<file path="src/rtl/divide_sched.sv">
// Programmable divide-by-N sequencer: emits a tick every N clocks and a phase-zero
// level y, for a configured number of ticks or free-running until stopped.
module divide_sched #(
  parameter int DIV_W = 8,
  parameter int CNT_W = 16
) (
  input  logic             clk,
  input  logic             reset_n,
  input  logic             cfg_valid,
  output logic             cfg_ready,
  input  logic [DIV_W-1:0] cfg_div,
  input  logic [CNT_W-1:0] cfg_count,
  input  logic             start,
  input  logic             stop,
  output logic             tick,
  output logic             y,
  output logic             busy,
  output logic             done
);

  typedef enum logic [1:0] {
    IDLE   = 2'd0,
    ARMED  = 2'd1,
    RUN    = 2'd2,
    FINISH = 2'd3
  } state_t;

  state_t           state;
  logic [DIV_W-1:0] div_q;
  logic [CNT_W-1:0] cnt_q;
  logic [DIV_W-1:0] phase;
  logic [CNT_W-1:0] remain;

  logic             handshake;
  logic             phase_last;
  logic             final_tick;
  logic [DIV_W-1:0] cfg_div_eff;

  // A divisor of 0 behaves as 1.
  assign cfg_div_eff = (cfg_div == '0) ? DIV_W'(1) : cfg_div;

  assign cfg_ready = reset_n && ((state == IDLE) || (state == ARMED));
  assign handshake = cfg_valid && cfg_ready;

  // Compare phase+1 against div_q in one extra bit so nothing ever wraps below zero.
  assign phase_last = ({1'b0, phase} + 1'b1) == {1'b0, div_q};
  assign final_tick = phase_last && (cnt_q != '0) && (remain == CNT_W'(1));

  // Outputs decode registered state only; no input reaches them combinationally.
  assign busy = (state == RUN);
  assign tick = busy && phase_last;
  assign y    = busy && (phase == '0);
  assign done = (state == FINISH);

  // NOTE: sequential state uses non-blocking assignments so every register
  // samples the pre-edge values of all others, independent of statement order.
  always_ff @(posedge clk) begin
    if (!reset_n) begin
      state  <= IDLE;
      div_q  <= '0;
      cnt_q  <= '0;
      phase  <= '0;
      remain <= '0;
    end else begin
      case (state)
        IDLE: begin
          if (handshake) begin
            div_q <= cfg_div_eff;
            cnt_q <= cfg_count;
            state <= ARMED;
          end
        end

        ARMED: begin
          if (handshake) begin
            div_q <= cfg_div_eff;
            cnt_q <= cfg_count;
          end
          if (start) begin
            state  <= RUN;
            phase  <= '0;
            // A same-cycle write supplies the count for this run directly.
            remain <= handshake ? cfg_count : cnt_q;
          end
        end

        RUN: begin
          phase <= phase_last ? '0 : phase + 1'b1;
          if (phase_last && (cnt_q != '0) && (remain != '0)) begin
            remain <= remain - 1'b1;
          end
          // Completion outranks a simultaneous stop.
          if (final_tick) begin
            state <= FINISH;
          end else if (stop) begin
            state <= ARMED;
            phase <= '0;
          end
        end

        FINISH: begin
          state <= ARMED;
        end

        default: state <= IDLE;
      endcase
    end
  end

endmodule

</file>
<file path="config.mk">
export PLATFORM = sky130hd
export DESIGN_NAME = divide_sched
export DESIGN_NICKNAME = d
export VERILOG_FILES = /design/src/rtl/divide_sched.sv
export SDC_FILE = /design/constraint.sdc
export NUM_CORES = 1
export LEC_CHECK = 0
export BUFFER_PORTS_ARGS = -buffer_cell sky130_fd_sc_hd__buf_4
export CORE_UTILIZATION = 44
export DETAILED_ROUTE_END_ITERATION = 16
export HOLD_SLACK_MARGIN = 0.05
export PLACE_DENSITY = 0.71
export SLEW_MARGIN = 0
export SYNTH_ARGS = -nofsm -noshare
export SYNTH_HDL_FRONTEND = slang
export SYNTH_SLANG_ARGS = --single-unit
</file>
<file path="constraint.sdc">
create_clock -name clk -period 3.8 [get_ports clk]
set_clock_uncertainty 0.15 [all_clocks]
set_input_delay 0.19 -clock clk [delete_from_list [all_inputs] [get_ports clk]]
set_output_delay 0.19 -clock clk [all_outputs]
set_load 0.005 [all_outputs]
</file>
Word level (Yosys, flattened, before mapping)
Index checks and enable logic that the tools add are counted.
{"block": "word_totals", "ff_bits": 50, "in_bits": 29, "output_inout_bits": 5, "word_cells": 51}
{"block": "classes", "addsub": 3, "eq_ne": 9, "mux": 15, "reduce_logical": 19}
{"cell": "$mux W16", "count": 3}
{"cell": "$mux W8", "count": 5}
{"cell": "$pmux W16 S2", "count": 1}
{"cell": "$reduce_bool A16 Y1", "count": 2}
{"cell": "$eq A16 B1 Y1 const B", "count": 1}
{"cell": "$logic_not A8 Y1", "count": 2}
{"cell": "$pmux W8 S2", "count": 1}
{"cell": "$sub A16 B1 Y16 const B", "count": 1}
{"cell": "$add A8 B1 Y9 const B", "count": 1}
{"cell": "$eq A9 B8 Y1", "count": 1}
{"cell": "$add A8 B1 Y8 const B", "count": 1}
{"cell": "$mux W2", "count": 4}
{"cell": "$pmux W2 S4", "count": 1}
{"cell": "$logic_and A1 B1 Y1", "count": 7}
{"cell": "$reduce_and A3 Y1", "count": 2}
{"cell": "$eq A2 B2 Y1 const B", "count": 2}
{"cell": "$ne A2 B2 Y1 const B", "count": 2}
{"cell": "$reduce_and A2 Y1", "count": 2}
{"cell": "$ne A3 B2 Y1 const B", "count": 1}
{"cell": "$eq A2 B1 Y1 const B", "count": 1}
{"cell": "$logic_not A2 Y1", "count": 1}
{"cell": "$ne A2 B1 Y1 const B", "count": 1}
{"cell": "$reduce_bool A2 Y1", "count": 1}
{"cell": "$reduce_or A2 Y1", "count": 1}
{"cell": "$logic_or A1 B1 Y1", "count": 1}

Depth between registers and ports, before layout
Gate-level depths: netlist of the first run.
{"block": "logic_depth", "depth_word": 7, "depth_mapped": 10, "mapped_depth_nobuf": 8}

Least setup slack after synthesis of the first run
Ideal clock, no wire load.
{"block": "synth_path", "kind": "register to register", "start": "reg remain[8]", "end": "reg remain[14]", "setup_ps": 116, "arrival_ps": 2533, "required_ps": 3534, "slack_ps": 1002, "path_stages_with_launch": 9, "n_path_buf": 1, "synth_period_minus_slack_ps": 2798, "cell_sequence": "dfxtp_1 > or4_4 > or4_4 > or4_4 > o21ai_2 > nor4_2 > or2_0 > buf_6 > a31o_1"}
{"block": "synth_between", "elab_chain_cells": 4, "word_cells_on_any_way": 7, "classes_between": "add/sub (1); eq/ne (1); mux (2); reduce/logical (3)"}
{"element": "from (decl)", "line": "32", "source": "logic [CNT_W-1:0] remain;"}
{"element": "from (signal assigned)", "line": "83", "source": "remain <= handshake ? cfg_count : cnt_q;"}
{"element": "from (signal assigned)", "line": "90", "source": "remain <= remain - 1'b1;"}
{"element": "branches (longest 4 deep; another with $sub A16 B1 Y16)"}
Several ways; the timed one is not identified. The select of a mux whose other input is x is not followed.
A chain may end at the register's enable or synchronous reset.

Worst setup path after layout of the first run
{"block": "layout_path", "start": "reg remain[8]", "end": "reg remain[13]"}
The elaborated chain is that of the path after synthesis.

==> results_tabular.tex, run 1 <==
\begin{tabular}{lr}
\hline
Metric & Value \\
\hline
\multicolumn{2}{l}{\textbf{Outcome}} \\
Outcome & completed \\
\multicolumn{2}{l}{\textbf{Layout}} \\
Filler cells & 591 \\
Layout-stage area growth over the synthesis result & 20.85\% \\
ANT cells & 0 \\
Non-Filler Cell Area, Final & 3649 sq um \\
\# nets final & 474 \\
Share of final-layout standard cells stronger than drive strength 1 & 0.1416 \\
\multicolumn{2}{l}{\textbf{CTS}} \\
Clock tree from TritonCTS & yes \\
Clock Sinks & 50 \\
H-tree levels & 2 \\
Clk buf depth & 2 \\
Clock Latency Late Sink & 0.31 ns \\
Library cell used as clock root buffer & sky130\_fd\_sc\_hd\_\_clkbuf\_8 \\
CTS clock-pin slew for the worst setup and hold paths & 0.10 ns \\
Hold buffer count at cts & 24 \\
\# resized after CTS & 0 \\
Post-CTS setup repair buffer count & 0 \\
Cts bufs inserted & 5 \\
\multicolumn{2}{l}{\textbf{Floorplanning}} \\
Vert. Die Dim & 84.84 um \\
Core Box Area & 6495 sq um \\
X dimension of the die & 84.84 um \\
Effective utilization at floorplan & 0.4648 \\
Total die area & 7197 sq um \\
Standard-cell rows & 29 \\
Io pins & 34 \\
\multicolumn{2}{l}{\textbf{Yosys}} \\
Number of warnings printed during yosys synthesis & 0 \\
Average size of a mapped cell & 7.643 sq um \\
Sequential element share of the synthesized area & 0.3315 \\
Most used flip-flop cell after synthesis & sky130\_fd\_sc\_hd\_\_dfxtp\_1 \\
Post-synthesis instance total & 395 \\
Number of library cell types mapped by synthesis & 56 \\
Post-synth ARST share & 0 \\
Fraction of post-synthesis cell area in the top cell type by area & 0.3315 \\
Area of the mapped netlist & 3019 sq um \\
List of most frequent post-synthesis cells & sky130\_fd\_sc\_hd\_\_nand2\_1, sky130\_fd\_sc\_hd\_\_dfxtp\_1, sky130\_fd\_sc\_hd\_\_a21oi\_1, sky130\_fd\_sc\_hd\_\_nand3\_1, sky130\_fd\_sc\_hd\_\_clkbuf\_1 \\
Number of synthesized register bits & 50 \\
Number of flops mapped to enable cells by yosys & 0 \\
Library cell occupying the most area in the post-synthesis netlist & sky130\_fd\_sc\_hd\_\_dfxtp\_1 \\
Cell with the most instances after synthesis & sky130\_fd\_sc\_hd\_\_nand2\_1 \\
Net count after synthesis & 432 \\
Biggest area contributors in the synthesized netlist & sky130\_fd\_sc\_hd\_\_dfxtp\_1, sky130\_fd\_sc\_hd\_\_nand2\_1, sky130\_fd\_sc\_hd\_\_a21oi\_1, sky130\_fd\_sc\_hd\_\_nand3\_1, sky130\_fd\_sc\_hd\_\_mux2i\_1 \\
\multicolumn{2}{l}{\textbf{STA}} \\
Final Max Slew Viols & 0 \\
Setup repair after global routing missed its margin & no \\
Setup Viol. Count Final & 0 \\
Transition time at the pin with the least slew margin & 1.107 ns \\
Maximum achievable frequency & 330.2 MHz \\
Hold violation count in the final report & 0 \\
Post-route fraction of the period consumed by the critical path & 0.7970 \\
Setup TNS after final layout & 0 ns \\
Time the worst path needs with I/O delays and setup & 3.029 ns \\
Max-Slew Margin vs Limit & 0.2614 \\
Final setup slack of the worst path & 0.7714 ns \\
\multicolumn{2}{l}{\textbf{Worst setup path}} \\
Kind of end point of the critical path & flop \\
Worst Setup Path Type & reg -> reg \\
Number of cells on the worst reg-to-reg path & 7 \\
Critical path arrival & 3.09 ns \\
Highest net fanout along the worst path & 9 \\
Reg-to-reg startpoint & remain[8]\$\_SDFFE\_PN0P\_ \\
Worst endpoint required time & 3.86 ns \\
Slack of the worst reg-to-reg path & 0.77 ns \\
Kind of launch point of the worst setup path & flop \\
Terminus of the critical flop-to-flop path & remain[13]\$\_SDFFE\_PN0P\_ \\
\multicolumn{2}{l}{\textbf{Global route}} \\
Wire length of the first global-routing pass & 14,140 um \\
Aggregate global-route resource usage & 0.2437 \\
Grt ovf & 0 \\
Global-route track usage on met2 & 0.3947 \\
Initial antenna violation count & 0 \\
GR Layer Usage met3 & 0.03794 \\
Met1 Resource Use GR & 0.3350 \\
Number of global-route vias before repair & 2,867 \\
Layer with the highest usage after global routing & met2 \\
Maximum number of pins on one net before global-route repair & 48 \\
\multicolumn{2}{l}{\textbf{Routing}} \\
Per-cell routed wire length & 16.57 um \\
Vias per cell & 6.153 \\
Number of antenna-violating nets in the routed design & 0 \\
Vias after detailed routing & 3,169 \\
Drt total wl & 8532 um \\
Initial DRC Count & 224 \\
Drc violations & 0 \\
Drt pass-1 iters & 5 \\
\multicolumn{2}{l}{\textbf{Placement}} \\
Buffers on Ports & 33 \\
Detail Placement HPWL & 5692 um \\
Dpl ws & 0.7904 ns \\
Area after detailed placement & 3294 sq um \\
Routability cong. & 0.8464 \\
\multicolumn{2}{l}{\textbf{Power}} \\
Worst supply voltage drop on vdd & 0.2769 mV \\
Power density relative to cell area & 483.2 nW/um\^{}2 \\
Static leakage power & 1.444 nW \\
\multicolumn{2}{l}{\textbf{Hold path}} \\
Worst Hold Class & in -> reg \\
Number of cells on the worst hold path & 3 \\
Worst Min Path Start & start \\
Hold Crit Endpoint & state[0]\$\_SDFFE\_PN0P\_ \\
\multicolumn{2}{l}{\textbf{Run}} \\
Max Cap Violations & 0 \\
\hline
\end{tabular}
metal layers:
| layer | vias up | part of all wire | routed length [um] |
|---|---|---|---|
| met1 | 1499 | 0.46 | 3907 |
| met5 | - | 0 | 0 |
| met4 | 0 | 0.016 | 136 |
| met2 | 137 | 0.46 | 3960 |
| li1 | 1519 | - | - |
| met3 | 14 | 0.062 | 527 |
logic make-up after synthesis:
family	after synthesis	synth area share
and+or+nand+nor	176	0.2872
AOI/OAI and AO/OA	103	0.2354
DFF	50	0.3315
buffers and inverters	38	0.05015
muxes	11	0.03647
xor gates and xnor gates	9	0.02611
adders and majority gates	8	0.03316
through the flow:
step	power (mW)	std cells	utilization	hold WS [ns]
6_report	1.763	515	0.5617	0.1061
5_1_grt	1.865	515	0.5617	0.1132
4_1_cts	1.752	515	0.5617	0.1032
3_5_place_dp	1.346	483	0.5072	0.3052
3_3_place_gp	1.336	483	0.5072	0.2961
2_1_floorplan	1.166	395	-	0.1760
how the worst max path moves through the flow:
stage                                    endpoint                   start  cells past startpoint  slack (ns)
after global routing       remain[6]$_SDFFE_PN0P_   phase[0]$_SDFFE_PN0P_                      8        0.59
after CTS                  remain[6]$_SDFFE_PN0P_  remain[8]$_SDFFE_PN0P_                      7        0.77
after floorplan           remain[14]$_SDFFE_PN0P_  remain[8]$_SDFFE_PN0P_                      8        1.00
after global placement    remain[14]$_SDFFE_PN0P_  remain[8]$_SDFFE_PN0P_                      7        0.84
final                     remain[13]$_SDFFE_PN0P_  remain[8]$_SDFFE_PN0P_                      7        0.77
after detailed placement  remain[14]$_SDFFE_PN0P_  remain[8]$_SDFFE_PN0P_                      7        0.79
layout make-up:
type | count | area [sq um] | area share
inverters | 10 | 37.54 | 0.01029
flip-flops and latches | 50 | 1001 | 0.2743
repair buffers | 63 | 533.0 | 0.1461
multi-input cells | 307 | 1867 | 0.5117
clock buffers | 5 | 68.82 | 0.01886
well taps | 77 | 96.34 | 0.02641
clock inverters | 3 | 45.04 | 0.01235
state kept, by name, indices dropped and copies added (netlist names):
register  cells
div_q         8
remain       16
phase         8
state         2
cnt_q        16
cells in the final DEF (no fill, tap or decap), types with 11 or more instances in the layout:
cell type,n
sky130_fd_sc_hd__nor2_1,16
sky130_fd_sc_hd__dfxtp_1,50
sky130_fd_sc_hd__a21oi_1,36
sky130_fd_sc_hd__nand2_1,72
sky130_fd_sc_hd__nand3_1,29
sky130_fd_sc_hd__mux2i_1,11
sky130_fd_sc_hd__o21ai_0,12
sky130_fd_sc_hd__dlygate4sd3_1,24
sky130_fd_sc_hd__buf_4,39
sky130_fd_sc_hd__nor3_1,13
power breakdown:
group / total (mW) / internal [mW] / switching, mW
Combinational: 0.720 / 0.275 / 0.445
Clock: 0.390 / 0.196 / 0.194
Sequential: 0.653 / 0.589 / 0.0647
Total: 1.76 / 1.06 / 0.703
critical path, stage by stage, from the launching register on:
cell and delay [ns]:
sky130_fd_sc_hd__dfxtp_1 0.37, sky130_fd_sc_hd__or4_4 0.56, sky130_fd_sc_hd__or4_4 0.43, sky130_fd_sc_hd__or4_4 0.43
sky130_fd_sc_hd__o21ai_2 0.18, sky130_fd_sc_hd__nor4_2 0.07, sky130_fd_sc_hd__or2_0 0.43, sky130_fd_sc_hd__a41o_1 0.30
Power figures use the tool's default switching activity.
==> inputs of run 2 (changes only) <==
ABC_AREA = 1   (was not set)
PLACE_DENSITY = 0.73   (was 0.71)
clock period = 2.55 ns   (was 3.8 ns; I/O delays follow)
==> run 2 against run 1 <==
Compared with the run above:
- worst hold slack got worse by 0.056 ns
- sequential share of layout area decreased by 0.75 points
- critical path depth increased by 7
- area after synthesis increased by 1.2%
- core utilization decreased by 0.38 points
- clock power increased by 19%
==> results_tabular.tex, run 2 <==
\begin{tabular}{lr}
\hline
Metric & Value \\
\hline
\multicolumn{2}{l}{\textbf{Layout}} \\
Leading cell types in the layout, fill and taps excluded & sky130\_fd\_sc\_hd\_\_nand2\_1, sky130\_fd\_sc\_hd\_\_nor2\_1, sky130\_fd\_sc\_hd\_\_inv\_1, sky130\_fd\_sc\_hd\_\_dfxtp\_1, sky130\_fd\_sc\_hd\_\_o21ai\_0 \\
\# nets final & 579 \\
Non-Filler Cell Area, Final & 3770 sq um \\
Share of final-layout standard cells stronger than drive strength 1 & 0.1349 \\
Most common cell after layout, fill and taps aside & sky130\_fd\_sc\_hd\_\_nand2\_1 \\
Final cell count without fillers & 621 \\
Layout-stage area growth over the synthesis result & 23.38\% \\
Registers with the most flip-flops & cnt\_q x16, remain x16 \\
Fin util & 0.5580 \\
ANT cells & 0 \\
\multicolumn{2}{l}{\textbf{Worst setup path}} \\
Highest net fanout along the worst path & 16 \\
Number of cells on the worst reg-to-reg path & 14 \\
Critical path arrival & 2.34 ns \\
Worst endpoint required time & 2.59 ns \\
Kind of end point of the critical path & flop \\
Worst Setup Path Type & reg -> reg \\
Slack of the worst reg-to-reg path & 0.26 ns \\
Kind of launch point of the worst setup path & flop \\
Terminus of the critical flop-to-flop path & remain[2]\$\_SDFFE\_PN0P\_ \\
Reg-to-reg startpoint & phase[0]\$\_SDFFE\_PN0P\_ \\
\multicolumn{2}{l}{\textbf{STA}} \\
Time the worst path needs with I/O delays and setup & 2.295 ns \\
Maximum achievable frequency & 435.8 MHz \\
Max-Slew Margin vs Limit & 0.6955 \\
Final setup slack of the worst path & 0.2551 ns \\
Hold violation count in the final report & 0 \\
Post-route fraction of the period consumed by the critical path & 0.8999 \\
Transition time at the pin with the least slew margin & 0.4563 ns \\
Setup repair after global routing missed its margin & no \\
Setup TNS after final layout & 0 ns \\
Setup Viol. Count Final & 0 \\
Final Max Slew Viols & 0 \\
Hold Worst Slack & 0.05033 ns \\
\multicolumn{2}{l}{\textbf{Power}} \\
Power, Total & 4.045 mW \\
Internal cell power & 2.098 mW \\
Reported net switching power & 1.948 mW \\
Fraction of power spent switching nets & 0.4815 \\
Worst supply voltage drop on vdd & 0.5612 mV \\
Reg power frac & 0.292 \\
Power density relative to cell area & 1073 nW/um\^{}2 \\
Combinational group share of total power & 0.593 \\
Clk network pwr share & 0.115 \\
Static leakage power & 1.844 nW \\
\multicolumn{2}{l}{\textbf{CTS}} \\
Clock Sinks & 50 \\
Cts bufs inserted & 5 \\
CTS clock-pin slew for the worst setup and hold paths & 0.09 ns \\
Clk buf depth & 2 \\
Clock Latency Late Sink & 0.30 ns \\
Library cell used as clock root buffer & sky130\_fd\_sc\_hd\_\_clkbuf\_8 \\
H-tree levels & 2 \\
Clock tree from TritonCTS & yes \\
\multicolumn{2}{l}{\textbf{Yosys}} \\
Number of warnings printed during yosys synthesis & 0 \\
Sequential element share of the synthesized area & 0.3276 \\
Library cell occupying the most area in the post-synthesis netlist & sky130\_fd\_sc\_hd\_\_dfxtp\_1 \\
List of most frequent post-synthesis cells & sky130\_fd\_sc\_hd\_\_nand2\_1, sky130\_fd\_sc\_hd\_\_nor2\_1, sky130\_fd\_sc\_hd\_\_inv\_1, sky130\_fd\_sc\_hd\_\_dfxtp\_1, sky130\_fd\_sc\_hd\_\_o21ai\_0 \\
Post-synth ARST share & 0 \\
Number of synthesized register bits & 50 \\
Net count after synthesis & 524 \\
Biggest area contributors in the synthesized netlist & sky130\_fd\_sc\_hd\_\_dfxtp\_1, sky130\_fd\_sc\_hd\_\_nand2\_1, sky130\_fd\_sc\_hd\_\_nor2\_1, sky130\_fd\_sc\_hd\_\_inv\_1, sky130\_fd\_sc\_hd\_\_o21ai\_0 \\
Area of the mapped netlist & 3055 sq um \\
Post-synthesis instance total & 487 \\
Fraction of post-synthesis cell area in the top cell type by area & 0.3276 \\
Number of flops mapped to enable cells by yosys & 0 \\
Cell with the most instances after synthesis & sky130\_fd\_sc\_hd\_\_nand2\_1 \\
Average size of a mapped cell & 6.274 sq um \\
Most used flip-flop cell after synthesis & sky130\_fd\_sc\_hd\_\_dfxtp\_1 \\
Number of library cell types mapped by synthesis & 36 \\
\multicolumn{2}{l}{\textbf{Floorplanning}} \\
Effective utilization at floorplan & 0.4522 \\
Vert. Die Dim & 85.33 um \\
Standard-cell rows & 30 \\
Core Box Area & 6756 sq um \\
Total die area & 7281 sq um \\
X dimension of the die & 85.33 um \\
Io pins & 34 \\
\multicolumn{2}{l}{\textbf{Global route}} \\
Number of global-route vias before repair & 2,838 \\
Aggregate global-route resource usage & 0.2150 \\
Initial antenna violation count & 0 \\
Wire length of the first global-routing pass & 12,650 um \\
Grt ovf & 0 \\
Maximum number of pins on one net before global-route repair & 48 \\
\multicolumn{2}{l}{\textbf{Routing}} \\
Vias per cell & 4.995 \\
Drc violations & 0 \\
Drt pass-1 iters & 4 \\
Per-cell routed wire length & 12.24 um \\
Number of antenna-violating nets in the routed design & 0 \\
Drt total wl & 7602 um \\
Vias after detailed routing & 3,102 \\
Initial DRC Count & 152 \\
\multicolumn{2}{l}{\textbf{Placement}} \\
Detail Placement HPWL & 5306 um \\
Dpl ws & 0.05958 ns \\
Buffers on Ports & 33 \\
Area after detailed placement & 3371 sq um \\
Placed Instances & 587 \\
Routability cong. & 0.8387 \\
\multicolumn{2}{l}{\textbf{Run}} \\
Max Cap Violations & 0 \\
\multicolumn{2}{l}{\textbf{Hold path}} \\
Worst Hold Class & in -> reg \\
Number of cells on the worst hold path & 3 \\
Hold Crit Endpoint & cnt\_q[4]\$\_SDFFE\_PN0N\_ \\
Worst Min Path Start & cfg\_count[4] \\
\multicolumn{2}{l}{\textbf{Outcome}} \\
Outcome & completed \\
\hline
\end{tabular}
[run 2: changes by cell type after synthesis, moves of 6 or more]
| cell | change |
|---|---|
| sky130_fd_sc_hd__mux2i_1 | -9 |
| sky130_fd_sc_hd__clkbuf_1 | -13 |
| sky130_fd_sc_hd__nor4_1 | -9 |
| sky130_fd_sc_hd__and3_1 | -7 |
| sky130_fd_sc_hd__nor2_1 | +56 |
| sky130_fd_sc_hd__nand3_1 | +10 |
| sky130_fd_sc_hd__o21ai_0 | +28 |
| sky130_fd_sc_hd__a31o_1 | -6 |
| sky130_fd_sc_hd__a21oi_1 | -12 |
| sky130_fd_sc_hd__nor3_1 | -8 |
| sky130_fd_sc_hd__nand2_1 | +51 |
| sky130_fd_sc_hd__a31oi_1 | -9 |
| sky130_fd_sc_hd__inv_1 | +51 |
[run 2: repair_timing]
| action | 4_1_cts | 5_1_grt |
|---|---|---|
| hold endpoints to repair | 27 | 0 |
| resized for setup | 0 | 9 |
| hold buffers | 27 | 0 |
| endpoints found under the setup margin | 0 | 22 |
| buffers inserted | 0 | 0 |
[run 2: cell type report]
| type | count | area [sq um] |
|---|---|---|
| Fill cell | 660 | 2987 |
| Multi-Input combinational cell | 356 | 1773 |
| Sequential cell | 50 | 1006 |
| Timing Repair Buffer | 65 | 568.0 |
| Inverter | 64 | 240.2 |
| Tap cell | 80 | 100.1 |
| Clock buffer | 6 | 82.58 |
[run 2: kinds of logic (layout without fill, tap and decap cells)]
logic type               count (synthesis)  count (layout)  synth area share
multiplexers                             2               2          0.006552
adder cells (fa/ha/maj)                  8               8           0.03276
AND/OR/NAND/NOR                        271             272            0.3984
XOR/XNOR                                 3               3          0.008601
buffers and inverters                   82             135            0.1057
AO/OA/AOI/OAI                           71              71            0.1204
flip-flops                              50              50            0.3276
[run 2: worst max path at each step]
| stage | from | end | slack (ns) | cells past startpoint |
|---|---|---|---|---|
| after floorplan | phase[0]$_SDFFE_PN0P_ | remain[7]$_SDFFE_PN0P_ | 0.28 | 15 |
| after global placement | phase[0]$_SDFFE_PN0P_ | remain[3]$_SDFFE_PN0P_ | 0.18 | 15 |
| after detailed placement | phase[0]$_SDFFE_PN0P_ | remain[2]$_SDFFE_PN0P_ | 0.06 | 15 |
| after CTS | phase[0]$_SDFFE_PN0P_ | remain[2]$_SDFFE_PN0P_ | 0.04 | 15 |
| after global routing | phase[0]$_SDFFE_PN0P_ | remain[2]$_SDFFE_PN0P_ | 0.02 | 14 |
| final | phase[0]$_SDFFE_PN0P_ | remain[2]$_SDFFE_PN0P_ | 0.26 | 14 |
[run 2: per-layer routing]
metal,share of wire,routed length [um],global-route usage
met1,0.49,3725,0.2710
met2,0.47,3566,0.3827
met3,0.028,213,0.02918
met4,0.013,97,0.06212
met5,0,0,0
[run 2: power groups by stage]
stage | logic, mW | clock network, mW | registers [mW]
5_1_grt | 2.72 | 0.514 | 1.21
6_report | 2.40 | 0.464 | 1.18
3_5_place_dp | 2.25 | 0 | 1.19
2_1_floorplan | 1.78 | 0 | 1.15
3_3_place_gp | 2.20 | 0 | 1.19
4_1_cts | 2.30 | 0.480 | 1.18
[run 2: worst max-delay path, stage by stage, from the launching register on]
cell and delay (ns):
sky130_fd_sc_hd__dfxtp_4 0.39, sky130_fd_sc_hd__inv_2 0.07, sky130_fd_sc_hd__ha_1 0.32, sky130_fd_sc_hd__xnor2_1 0.14, sky130_fd_sc_hd__nand2_1 0.06, sky130_fd_sc_hd__nor2_1 0.11
sky130_fd_sc_hd__nand2_1 0.09, sky130_fd_sc_hd__nor2_4 0.12, sky130_fd_sc_hd__nand3_4 0.12, sky130_fd_sc_hd__nor2_4 0.11, sky130_fd_sc_hd__nand2_2 0.09, sky130_fd_sc_hd__nand2_8 0.14
sky130_fd_sc_hd__nand2_4 0.11, sky130_fd_sc_hd__nor2_1 0.11, sky130_fd_sc_hd__nor2_1 0.05
